`src/rtl/ret_shadow_ctrl.sv`:
```
// Return-address shadow stack: records link-setting calls, checks returns.
// Ports: call/ret strobes in, debug read port, depth/overflow/violation/crash out.
module ret_shadow_ctrl #(
    parameter int DEPTH = 16,
    parameter int VLEN  = 32,
    parameter int CNT_W = 8
) (
    input  logic                       clk_i,
    input  logic                       rst_ni,
    input  logic                       call_valid_i,
    input  logic [VLEN-1:0]            call_ret_addr_i,
    input  logic                       ret_valid_i,
    input  logic [VLEN-1:0]            ret_target_i,
    input  logic                       en_crash_i,
    input  logic                       clr_i,
    input  logic [$clog2(DEPTH)-1:0]   rd_index_i,
    output logic [VLEN-1:0]            rd_data_o,
    output logic [$clog2(DEPTH+1)-1:0] depth_o,
    output logic                       overflow_o,
    output logic                       violation_o,
    output logic [CNT_W-1:0]           violation_cnt_o,
    output logic                       crash_o
);

    localparam int IW = $clog2(DEPTH);
    localparam int DW = $clog2(DEPTH+1);
    localparam logic [IW-1:0]    ONE_I = IW'(1);
    localparam logic [DW-1:0]    ONE_D = DW'(1);
    localparam logic [DW-1:0]    FULL  = DW'(DEPTH);
    localparam logic [CNT_W-1:0] ONE_C = CNT_W'(1);

    typedef enum logic {
        MONITOR = 1'b0,
        CRASH   = 1'b1
    } state_t;

    state_t          state;
    logic [VLEN-1:0] mem [DEPTH];
    logic [IW-1:0]   tp;
    logic [DW-1:0]   cnt;
    logic            ovf;
    logic            vio;
    logic [CNT_W-1:0] vcnt;

    logic          active;
    logic          empty;
    logic          do_pop;
    logic          wr_en;
    logic          viol;
    logic          set_ovf;
    logic [IW-1:0] tp_pop;
    logic [IW-1:0] wr_ptr;
    logic [IW-1:0] tp_nxt;
    logic [DW-1:0] cnt_pop;
    logic [DW-1:0] cnt_nxt;
    logic [IW-1:0] rd_ptr;

    // Pop is resolved first; a same-cycle push lands at the post-pop top.
    always_comb begin
        active  = (state == MONITOR) && !clr_i;
        empty   = (cnt == '0);
        do_pop  = active && ret_valid_i && !empty;
        // Empty with lost history (overflowed) is not a violation.
        viol    = active && ret_valid_i &&
                  (empty ? !ovf : (mem[tp] != ret_target_i));
        tp_pop  = do_pop ? tp - ONE_I : tp;
        cnt_pop = do_pop ? cnt - ONE_D : cnt;
        wr_en   = active && call_valid_i;
        wr_ptr  = tp_pop + ONE_I;
        tp_nxt  = wr_en ? wr_ptr : tp_pop;
        cnt_nxt = cnt_pop;
        set_ovf = 1'b0;
        if (wr_en) begin
            if (cnt_pop == FULL) begin
                set_ovf = 1'b1;
            end else begin
                cnt_nxt = cnt_pop + ONE_D;
            end
        end
    end

    always_comb begin
        rd_ptr    = tp - rd_index_i;
        rd_data_o = '0;
        if (DW'(rd_index_i) < cnt) begin
            rd_data_o = mem[rd_ptr];
        end
    end

    always_ff @(posedge clk_i) begin
        if (wr_en) begin
            mem[wr_ptr] <= call_ret_addr_i;
        end
    end

    always_ff @(posedge clk_i or negedge rst_ni) begin
        if (!rst_ni) begin
            state <= MONITOR;
            tp    <= '0;
            cnt   <= '0;
            ovf   <= 1'b0;
            vio   <= 1'b0;
            vcnt  <= '0;
        end else if (clr_i) begin
            state <= MONITOR;
            tp    <= '0;
            cnt   <= '0;
            ovf   <= 1'b0;
            vio   <= 1'b0;
            vcnt  <= '0;
        end else begin
            tp  <= tp_nxt;
            cnt <= cnt_nxt;
            vio <= viol;
            if (set_ovf) begin
                ovf <= 1'b1;
            end
            if (viol && (vcnt != '1)) begin
                vcnt <= vcnt + ONE_C;
            end
            unique case (state)
                MONITOR: if (viol && en_crash_i) state <= CRASH;
                CRASH:   state <= CRASH;
                default: state <= MONITOR;
            endcase
        end
    end

    assign depth_o         = cnt;
    assign overflow_o      = ovf;
    assign violation_o     = vio;
    assign violation_cnt_o = vcnt;
    assign crash_o         = (state == CRASH);

endmodule
```
`config.mk`:
```
export PLATFORM = sky130hd
export DESIGN_NAME = ret_shadow_ctrl
export DESIGN_NICKNAME = d
export VERILOG_FILES = /design/src/rtl/ret_shadow_ctrl.sv
export SDC_FILE = /design/constraint.sdc
export NUM_CORES = 1
export LEC_CHECK = 0
export BUFFER_PORTS_ARGS = -buffer_cell sky130_fd_sc_hd__buf_4
export CORE_MARGIN = 3
export CORE_UTILIZATION = 67
export DETAILED_ROUTE_END_ITERATION = 10
export PLACE_DENSITY_LB_ADDON = 0.25
export SYNTH_ARGS = -nofsm -noshare
export SYNTH_HDL_FRONTEND = slang
export SYNTH_SLANG_ARGS = --single-unit
export TNS_END_PERCENT = 5
```
`constraint.sdc`:
```
create_clock -name clk_i -period 10.8 [get_ports clk_i]
set_input_delay 1.08 -clock clk_i [delete_from_list [all_inputs] [get_ports clk_i]]
set_output_delay 1.08 -clock clk_i [all_outputs]
set_load 0.01 [all_outputs]
```
==> results.ini, run 1 <==
[setup_path]
cp_max_fo=60
cp.required_ns=9.72
endpoint_kind=output port
crit_type=flip-flop to output port
cp-start-kind=flip-flop
reg2regPathDepth=10
critPathTopFamily=buffers and inverters
r2r_setup_slack_ns=5.76
path_buf_inv=3
arrival_ns=5.16
worstPathCellList=inv_1, fa_4, buf_4, mux4_2, nor2b_1, a211oi_1, a211oi_1, buf_4
max_stage_delay_ns=1.24
timing.rr.end=violation_cnt_o[1]$_DFFE_PN0P_
crit_slowest_cell=fa_4
crit_cells=8
worstReg2RegStart=tp[2]$_DFF_PN0_

[global_routing]
first_global_vias=16000
antenna_found_initial=3
grt.total_usage=0.338
grt.overflow.total=0
grt_pass1_wl_um=102000
grt_max_degree=109

[floorplanning]
ios=122
fp.coreArea_um2=37900
die_x_um=203
die_area_um2=41200
start_util=0.685
die_h_um=203
rows=71

[logic_synthesis]
synth_area_leaders=edfxtp_1 59%, mux4_2 16%, mux2i_1 7.4%, a211oi_1 1.9%, dfrtp_1 1.9%
synthXorXnorAreaFrac=0.0226
synth_warnings=0
synth_most_common_cell=edfxtp_1
synth_top_family_by_area=multiplexers
asyncSetResetFlopFracSynth=0.0376
avgSynthCellArea_um2=17.2
muxShareOfSynthArea=0.239
syn_inst=1506
synth_common_cells=512 x edfxtp_1, 193 x mux2i_1, 184 x mux4_2, 67 x a211oi_1, 56 x clkbuf_1
netlist.area_leader.share=0.592
synth_seq_cells=532
yosysTopAreaCell=edfxtp_1
synth_compound_area_frac=0.0556
synth_fp_nets=1598
synthAdderAreaFrac=0.00896
synth.distinct_cells=61
synth_edf_count=512
synth-simple-area-share=0.0378
synth-seq-area-share=0.611
synthFlopType=edfxtp_1
netlist_area_um2=26000

[timing]
slew_viol_final=0
setup_viol=0
max_freq_ghz=0.160
rsz0062_at_grt=no
worstMarginPinSlew_ns=1.25
hold_viol=0
period_share=0.578
clock-skew-final_ns=0.0215
post-route-min-period_ns=6.24
fin_tns_setup_ns=0
slew_headroom=0.167

[cts]
holdBufCountCts=0
path_clk_slew_ns=0.06
cts_max_path_buffers=3
post-cts-setup-buffer-count=0
cts_resized=0
clkLatencyLatePin_ns=0.61
cts.sinks=532
cts-root-buf=clkbuf_16
cts-htree-levels=2
cts_tree=built
numCtsBuffers=53

[placed_design]
dp_cells=2067
portBuffers=121
dp_hpwl_um=39600
place_congestion=0.811

[routing]
dr_total_vias=15700
drtPass1Iterations=5
ant_nets=0
wire_per_inst_um=31.7
drtIter0Drc=2031
drcViolationCount=0
routed_wl_um=68700
vias_per_cell=7.25

[worst_hold_path]
hp-class=primary input to asynchronous set/reset pin

[cells_and_area]
layout.nets=1703
stdcell_count=2166
fill_cells=2070
drive_gt1_frac=0.273
syn2layout_area_growth_pct=12.2

[pwr]
p_leak_nw=9.53
ir_worst_vdd_mv=0.193
p_per_area_nw_per_um2=224

[run_status]
outcome=finished, final reports clean

[flow_run]
max-cap-violations=0

## cell type report
class,count,area (um2),area share
flip-flops and latches,532,15900,0.545
multi-input cells,853,9640,0.331
clock buffers,68,1400,0.0482
repair buffers,153,1170,0.0403
well taps,511,639,0.0219
clock inverters,29,314,0.0108
inverters,18,67.6,0.00232
diodes,2,5.00,0.000172
## registers in the layout, summed over array words and instances (netlist names)
| register | count |
|---|---|
| tp | 4 |
| mem | 512 |
| violation_cnt_o | 8 |
| depth_o | 5 |
| overflow_o | 1 |
| crash_o | 1 |
| violation_o | 1 |
## report_power, final
part	internal, mW	switching, mW	leakage, nW
clock network	1.06	0.779	0.837
registers	2.35	0.0671	4.88
logic	0.981	1.29	3.82
total	4.39	2.13	9.53
## worst max path at each step
stage | from | end | slack (ns)
after detailed placement | rd_index_i[0] | rd_data_o[13] | 5.09
after CTS | tp[1]$_DFF_PN0_ | rd_data_o[1] | 4.59
after global placement | rd_index_i[0] | rd_data_o[13] | 5.07
final | tp[1]$_DFF_PN0_ | rd_data_o[1] | 4.56
after global routing | tp[1]$_DFF_PN0_ | rd_data_o[1] | 4.28
after floorplan | tp[0]$_DFF_PN0_ | rd_data_o[10] | 6.01
## logic make-up (layout without fill, tap and decap cells)
kind of cell             after synthesis  count (layout)
AO/OA/AOI/OAI                        192             192
multiplexers                         385             385
XOR/XNOR                              67              67
adder cells (fa/ha/maj)               18              18
flip-flops                           532             532
other                                  0               2
buffers and inverters                121             268
AND/OR/NAND/NOR                      191             191
## cell usage in the layout, fill, tap and decap left out, types with 4 or more instances in the layout
master and n:
mux2i_1 193, clkinv_2 8, a21oi_1 19, ha_1 16, a211oi_1 67, nor2b_1 38
or3_1 5, nand2_1 50, nand3_1 9, clkinv_1 11, nor2_1 22, clkbuf_1 14
buf_4 151, inv_1 18, nor2_4 18, xnor2_1 37, bufinv_16 6, a22o_1 19
nor3_1 7, nand2b_1 8, o21ai_0 13, dfrtp_1 17, edfxtp_1 512, a221oi_1 17
or2_2 4, a32oi_1 4, nand4_1 8, and3_1 5, mux4_2 184, xor2_1 28
a22oi_1 30, clkbuf_16 54
## through the flow
stage,worst slack (ns),power (mW),utilization,hold slack (ns),cell area (um2)
2_1_floorplan,6.01,3.99,-,0.545,26000
3_5_place_dp,5.09,4.68,0.723,0.537,27400
6_report,4.56,6.52,0.768,0.354,29100
4_1_cts,4.59,6.50,0.768,0.342,29100
3_3_place_gp,5.07,4.64,0.723,0.522,27400
5_1_grt,4.28,6.74,0.768,0.362,29100
## metal layers
layer  wire length (um)  track usage  vias to the layer above
met3               8190       0.0638                      213
met4               3100        0.139                        2
met2              33100        0.537                     1152
li1                   -            -                     6428
met1              24300        0.473                     7911
met5                 10            0                        -
Power figures use the tool's default switching activity.
==> run 2, diff against run 1 <==
--- a/config.mk
+++ b/config.mk
@@ -7,7 +7,7 @@
 export LEC_CHECK = 0
 export BUFFER_PORTS_ARGS = -buffer_cell sky130_fd_sc_hd__buf_4
 export CORE_MARGIN = 3
-export CORE_UTILIZATION = 67
+export CORE_UTILIZATION = 56
 export DETAILED_ROUTE_END_ITERATION = 10
 export PLACE_DENSITY_LB_ADDON = 0.25
 export SYNTH_ARGS = -nofsm -noshare
==> constraint.sdc (replaced) <==
create_clock -name clk_i -period 5.1 [get_ports clk_i]
set_input_delay 0.51 -clock clk_i [delete_from_list [all_inputs] [get_ports clk_i]]
set_output_delay 0.51 -clock clk_i [all_outputs]
set_load 0.01 [all_outputs]
==> run 2 against run 1 <==
Against the previous run: clock skew fell by 0.0097 ns; count of clock-buffer cells in the layout is 3 higher; sequential share of layout area shrank 1.1 points; power increased by 120%; worst setup slack got worse by 4.3 ns; design area up 2.1%; flip-flop and latch count is the same; first-iteration DRC count down 0.59%; cell count grew 5.2%; global-route usage down 4.3 points; worst hold slack got worse by 0.23 ns; non-clock buffer count is 27 higher; critical path type unchanged; largest cell class unchanged; highest routed layer is now met4.
==> results.ini, run 2 (synthesis gave the netlist of run 1 again) <==
[placed_design]
dp_cells=2182
place_congestion=0.846
dp_hpwl_um=45100
portBuffers=121

[timing]
post-route-min-period_ns=4.87
setup_viol=0
max_freq_ghz=0.205
fin_tns_setup_ns=0
clock-skew-final_ns=0.0119
slew_headroom=0.382
period_share=0.956
worstMarginPinSlew_ns=0.925
rsz0062_at_grt=no
hold_viol=0
slew_viol_final=0

[cells_and_area]
largest_reg_flops=512
regArea_um2=15900
stdcell_count=2279
multi_input_area_um2=9640
fill_cells=3044
final_common_cell=edfxtp_1
layout.nets=1731
antenna_cells=0
top_register=mem
drive_gt1_frac=0.285
final_cell_mix=512 x edfxtp_1, 193 x mux2i_1, 184 x mux4_2
syn2layout_area_growth_pct=14.6

[pwr]
p_per_area_nw_per_um2=476
ir_worst_vdd_mv=0.393
p_leak_nw=9.77

[global_routing]
grt.total_usage=0.295
grt.overflow.total=0
first_global_vias=16100
antenna_found_initial=0
grt_max_degree=65
grt_pass1_wl_um=107000

[worst_hold_path]
hp-class=primary input to flip-flop

[run_status]
outcome=finished, final reports clean

[floorplanning]
start_util=0.570
die_area_um2=49000
fp.coreArea_um2=45600
ios=122
rows=78
die_x_um=221
die_h_um=221

[routing]
wire_per_inst_um=31.8
routed_wl_um=72400
drtPass1Iterations=5
drtIter0Drc=2019
vias_per_cell=6.94
ant_nets=0
drcViolationCount=0
dr_total_vias=15800

[cts]
cts_max_path_buffers=3
path_clk_slew_ns=0.06
cts_resized=0
numCtsBuffers=54
clkLatencyLatePin_ns=0.61
cts.sinks=532
cts-htree-levels=2
cts-root-buf=clkbuf_16
cts_tree=built

[setup_path]
cp.required_ns=4.59
arrival_ns=4.36
crit_type=flip-flop to output port
worst_path_most_repeated_cell=a211oi_1
cp-start-kind=flip-flop
max_stage_delay_ns=0.96
crit_slowest_cell=fa_4
worstPathCellList=inv_1, fa_4, buf_12, mux4_2, nor2b_1, a211oi_1, a211oi_1, buf_4
cp_max_fo=60
endpoint_kind=output port

[flow_run]
max-cap-violations=0

## run 2: cell count changes in the layout (fill, tap and decap cells not counted), sizes merged, moves of 2 or more
cell and change:
buf +26, clkbuf +3, clkinv -4, diode -2
inv -2
## run 2: path summary, 6_finish.rpt
check / slack [ns] / from / end / cells after the start
max in group asynchronous: 4.50 / rst_ni / tp[1]$_DFF_PN0_ / 2
min in group asynchronous: 0.34 / rst_ni / depth_o[3]$_DFF_PN0_ / 2
min reg2reg: 0.53 / violation_cnt_o[7]$_DFFE_PN0P_ / violation_cnt_o[7]$_DFFE_PN0P_ / 1
max: 0.23 / tp[1]$_DFF_PN0_ / rd_data_o[21] / 8
max reg2reg: 0.75 / tp[1]$_DFF_PN0_ / violation_cnt_o[1]$_DFFE_PN0P_ / 12
min: 0.12 / en_crash_i / crash_o$_DFF_PN0_ / 2
## run 2: what timing repair did
| action | CTS | global route |
|---|---|---|
| endpoints found under the hold margin | 20 | 0 |
| hold buffers | 1 | 0 |
| setup buffers | 0 | 0 |
## run 2: per-layer routing
| metal | vias up | routed length (um) | track usage |
|---|---|---|---|
| met5 | - | 0 | 0 |
| met4 | 0 | 2860 | 0.107 |
| met3 | 173 | 7620 | 0.0622 |
| met2 | 1012 | 34100 | 0.461 |
| met1 | 8143 | 27900 | 0.417 |
| li1 | 6483 | - | - |
## run 2: critical path, delay by kind of cell, from the launching register on
kind,cells,cell delay (ns)
AND/OR/NAND/NOR,1,0.14
AO/OA/AOI/OAI,2,0.57
adder cells (fa/ha/maj),1,0.96
buffers and inverters,3,0.93
multiplexers,1,0.27
flip-flops,1,0.86
## run 2: layout make-up
type	count	area share
clock inverter	25	0.00993
timing repair buffer	180	0.0548
inverter	18	0.00227
sequential	532	0.534
multi-input combinational	853	0.324
clock buffer	71	0.0497
tap	600	0.0252
## run 2: through the flow
stage | power [mW] | cell area (um2) | hold slack, ns | setup slack, ns | util
after detailed placement | 10.2 | 28000 | 0.424 | 0.818 | 0.614
final | 14.2 | 29700 | 0.122 | 0.226 | 0.653
after CTS | 14.2 | 29700 | 0.103 | 0.204 | 0.653
after global placement | 10.1 | 28000 | 0.421 | 0.892 | 0.614
after global routing | 14.7 | 29700 | 0.125 | 0.109 | 0.653
after floorplan | 8.45 | 26000 | 0.214 | 0.754 | -
## run 2: report_power, final
part           total [mW]  internal, mW  switching, mW
Combinational        5.02          2.21           2.81
Clock                4.03          2.38           1.65
Sequential           5.11          4.97          0.145
==> run 3, diff against run 2 <==
--- a/config.mk
+++ b/config.mk
@@ -10,6 +10,7 @@
 export CORE_UTILIZATION = 56
 export DETAILED_ROUTE_END_ITERATION = 10
 export PLACE_DENSITY_LB_ADDON = 0.25
+export SETUP_SLACK_MARGIN = 0.3
 export SYNTH_ARGS = -nofsm -noshare
 export SYNTH_HDL_FRONTEND = slang
 export SYNTH_SLANG_ARGS = --single-unit
==> run 3 against run 2 <==
Against the previous run: worst setup slack better by 0.17 ns; count of clock-buffer cells in the layout unchanged; register-to-register slack better by 0.07 ns; critical path depth stayed put; utilization about the same; clock skew down 0.0011 ns; critical path type unchanged; largest cell class unchanged.
==> results.ini, run 3 (synthesis gave the netlist of run 1 again) <==
[setup_path]
endpoint_kind=output port
timing.rr.end=mem[12][26]$_DFFE_PP_
worstReg2RegStart=depth_o[0]$_DFF_PN0_
arrival_ns=4.19
reg2regPathDepth=11
crit_slowest_cell=fa_4
worstPathCellList=inv_1, fa_4, buf_12, mux4_2, nor2b_1, a211oi_1, a211oi_1, buf_4
worst_path_most_repeated_cell=a211oi_1
cp-start-kind=flip-flop
cp.required_ns=4.59
max_stage_delay_ns=0.95
r2r_setup_slack_ns=0.82
crit_type=flip-flop to output port
cp_max_fo=60

[worst_hold_path]
worstHoldStart=en_crash_i
holdPathStages=2
holdPathEnd=crash_o$_DFF_PN0_
hp-class=primary input to flip-flop

[timing]
hold_viol=0
fin_tns_setup_ns=0
setup_viol=0
slew_headroom=0.387
clock-skew-final_ns=0.0108
slew_viol_final=0
worstMarginPinSlew_ns=0.918
rsz0062_at_grt=no
post-route-min-period_ns=4.70
finalWorstSetupSlack_ns=0.401
period_share=0.921
max_freq_ghz=0.213

[cts]
cts.sinks=532
cts_tree=built
numCtsBuffers=54
clkLatencyLatePin_ns=0.61
path_clk_slew_ns=0.06
cts-htree-levels=2
cts_max_path_buffers=3
cts-root-buf=clkbuf_16
cts_resized=0

[global_routing]
antenna_found_initial=0
grt.overflow.total=0
first_global_vias=16100
grt_max_degree=65
grt.total_usage=0.296
grt_pass1_wl_um=107000

[pwr]
p_per_area_nw_per_um2=476
ir_worst_vdd_mv=0.393
total_power_mw=14.2
p_leak_nw=9.78

[cells_and_area]
largest_reg_flops=512
final_cell_mix=512 x edfxtp_1, 193 x mux2i_1, 184 x mux4_2
drive_gt1_frac=0.286
final_common_cell=edfxtp_1
top_register=mem
stdcell_count=2280
syn2layout_area_growth_pct=14.6
layout.nets=1732
antenna_cells=0

[floorplanning]
die_h_um=221
die_area_um2=49000
start_util=0.570
rows=78
fp.coreArea_um2=45600
die_x_um=221
ios=122

[routing]
vias_per_cell=6.95
drtPass1Iterations=6
ant_nets=0
drcViolationCount=0
wire_per_inst_um=31.8
drtIter0Drc=2095
dr_total_vias=15900
routed_wl_um=72600

[placed_design]
place_congestion=0.846
dp_cells=2182
portBuffers=121
dp_hpwl_um=45100
pre_cts_ws_ns=0.818

[flow_run]
max-cap-violations=0

[run_status]
outcome=finished, final reports clean

[run 3: cell types whose count changed in the layout (fill, tap and decap cells not counted)]
cell / delta
buf_12: +1
[run 3: how the worst max path moves through the flow]
stage / start / endpoint / slack (ns)
after global routing: tp[1]$_DFF_PN0_ / rd_data_o[21] / 0.33
after detailed placement: tp[1]$_DFF_PN0_ / violation_cnt_o[1]$_DFFE_PN0P_ / 0.82
after CTS: tp[1]$_DFF_PN0_ / rd_data_o[16] / 0.41
final: tp[1]$_DFF_PN0_ / rd_data_o[21] / 0.40
after floorplan: tp[0]$_DFF_PN0_ / mem[0][0]$_DFFE_PP_ / 0.75
after global placement: tp[1]$_DFF_PN0_ / rd_data_o[16] / 0.89
[run 3: layer usage]
| metal | GRT usage | share of wire | vias to the layer above |
|---|---|---|---|
| li1 | - | - | 6479 |
| met1 | 0.418 | 0.38 | 8153 |
| met2 | 0.464 | 0.47 | 1058 |
| met3 | 0.0631 | 0.11 | 163 |
| met4 | 0.102 | 0.036 | 0 |
| met5 | 0 | 0 | - |
[run 3: critical path: cells and delay by family, from the launching register on]
family | cells | cell delay (ns)
adders and majority gates | 1 | 0.95
muxes | 1 | 0.27
AOI/OAI and AO/OA | 2 | 0.60
and+or+nand+nor | 1 | 0.14
DFF | 1 | 0.73
buffers and inverters | 3 | 0.88
[run 3: final cells by class]
class / instances / area [um2]
inverters: 18 / 67.6
multi-input cells: 853 / 9640
repair buffers: 181 / 1650
clock inverters: 25 / 295
clock buffers: 71 / 1480
well taps: 600 / 751
fillers: 3042 / 15800
flip-flops and latches: 532 / 15900
[run 3: per-stage QoR]
stage	util	hold WS (ns)	instance area (um2)
5_1_grt	0.653	0.125	29800
2_1_floorplan	-	0.214	26000
3_5_place_dp	0.614	0.424	28000
6_report	0.653	0.123	29800
3_3_place_gp	0.614	0.421	28000
4_1_cts	0.653	0.103	29800
[run 3: what timing repair did]
| item | in CTS | in global routing |
|---|---|---|
| hold endpoints to repair | 20 | 0 |
| buffers inserted | 1 | 0 |
| setup endpoints to repair | 4 | 0 |
| hold buffers | 1 | 0 |
[run 3: power breakdown]
group	internal, mW	switching [mW]
Sequential	4.97	0.134
Clock	2.38	1.65
Combinational	2.22	2.83
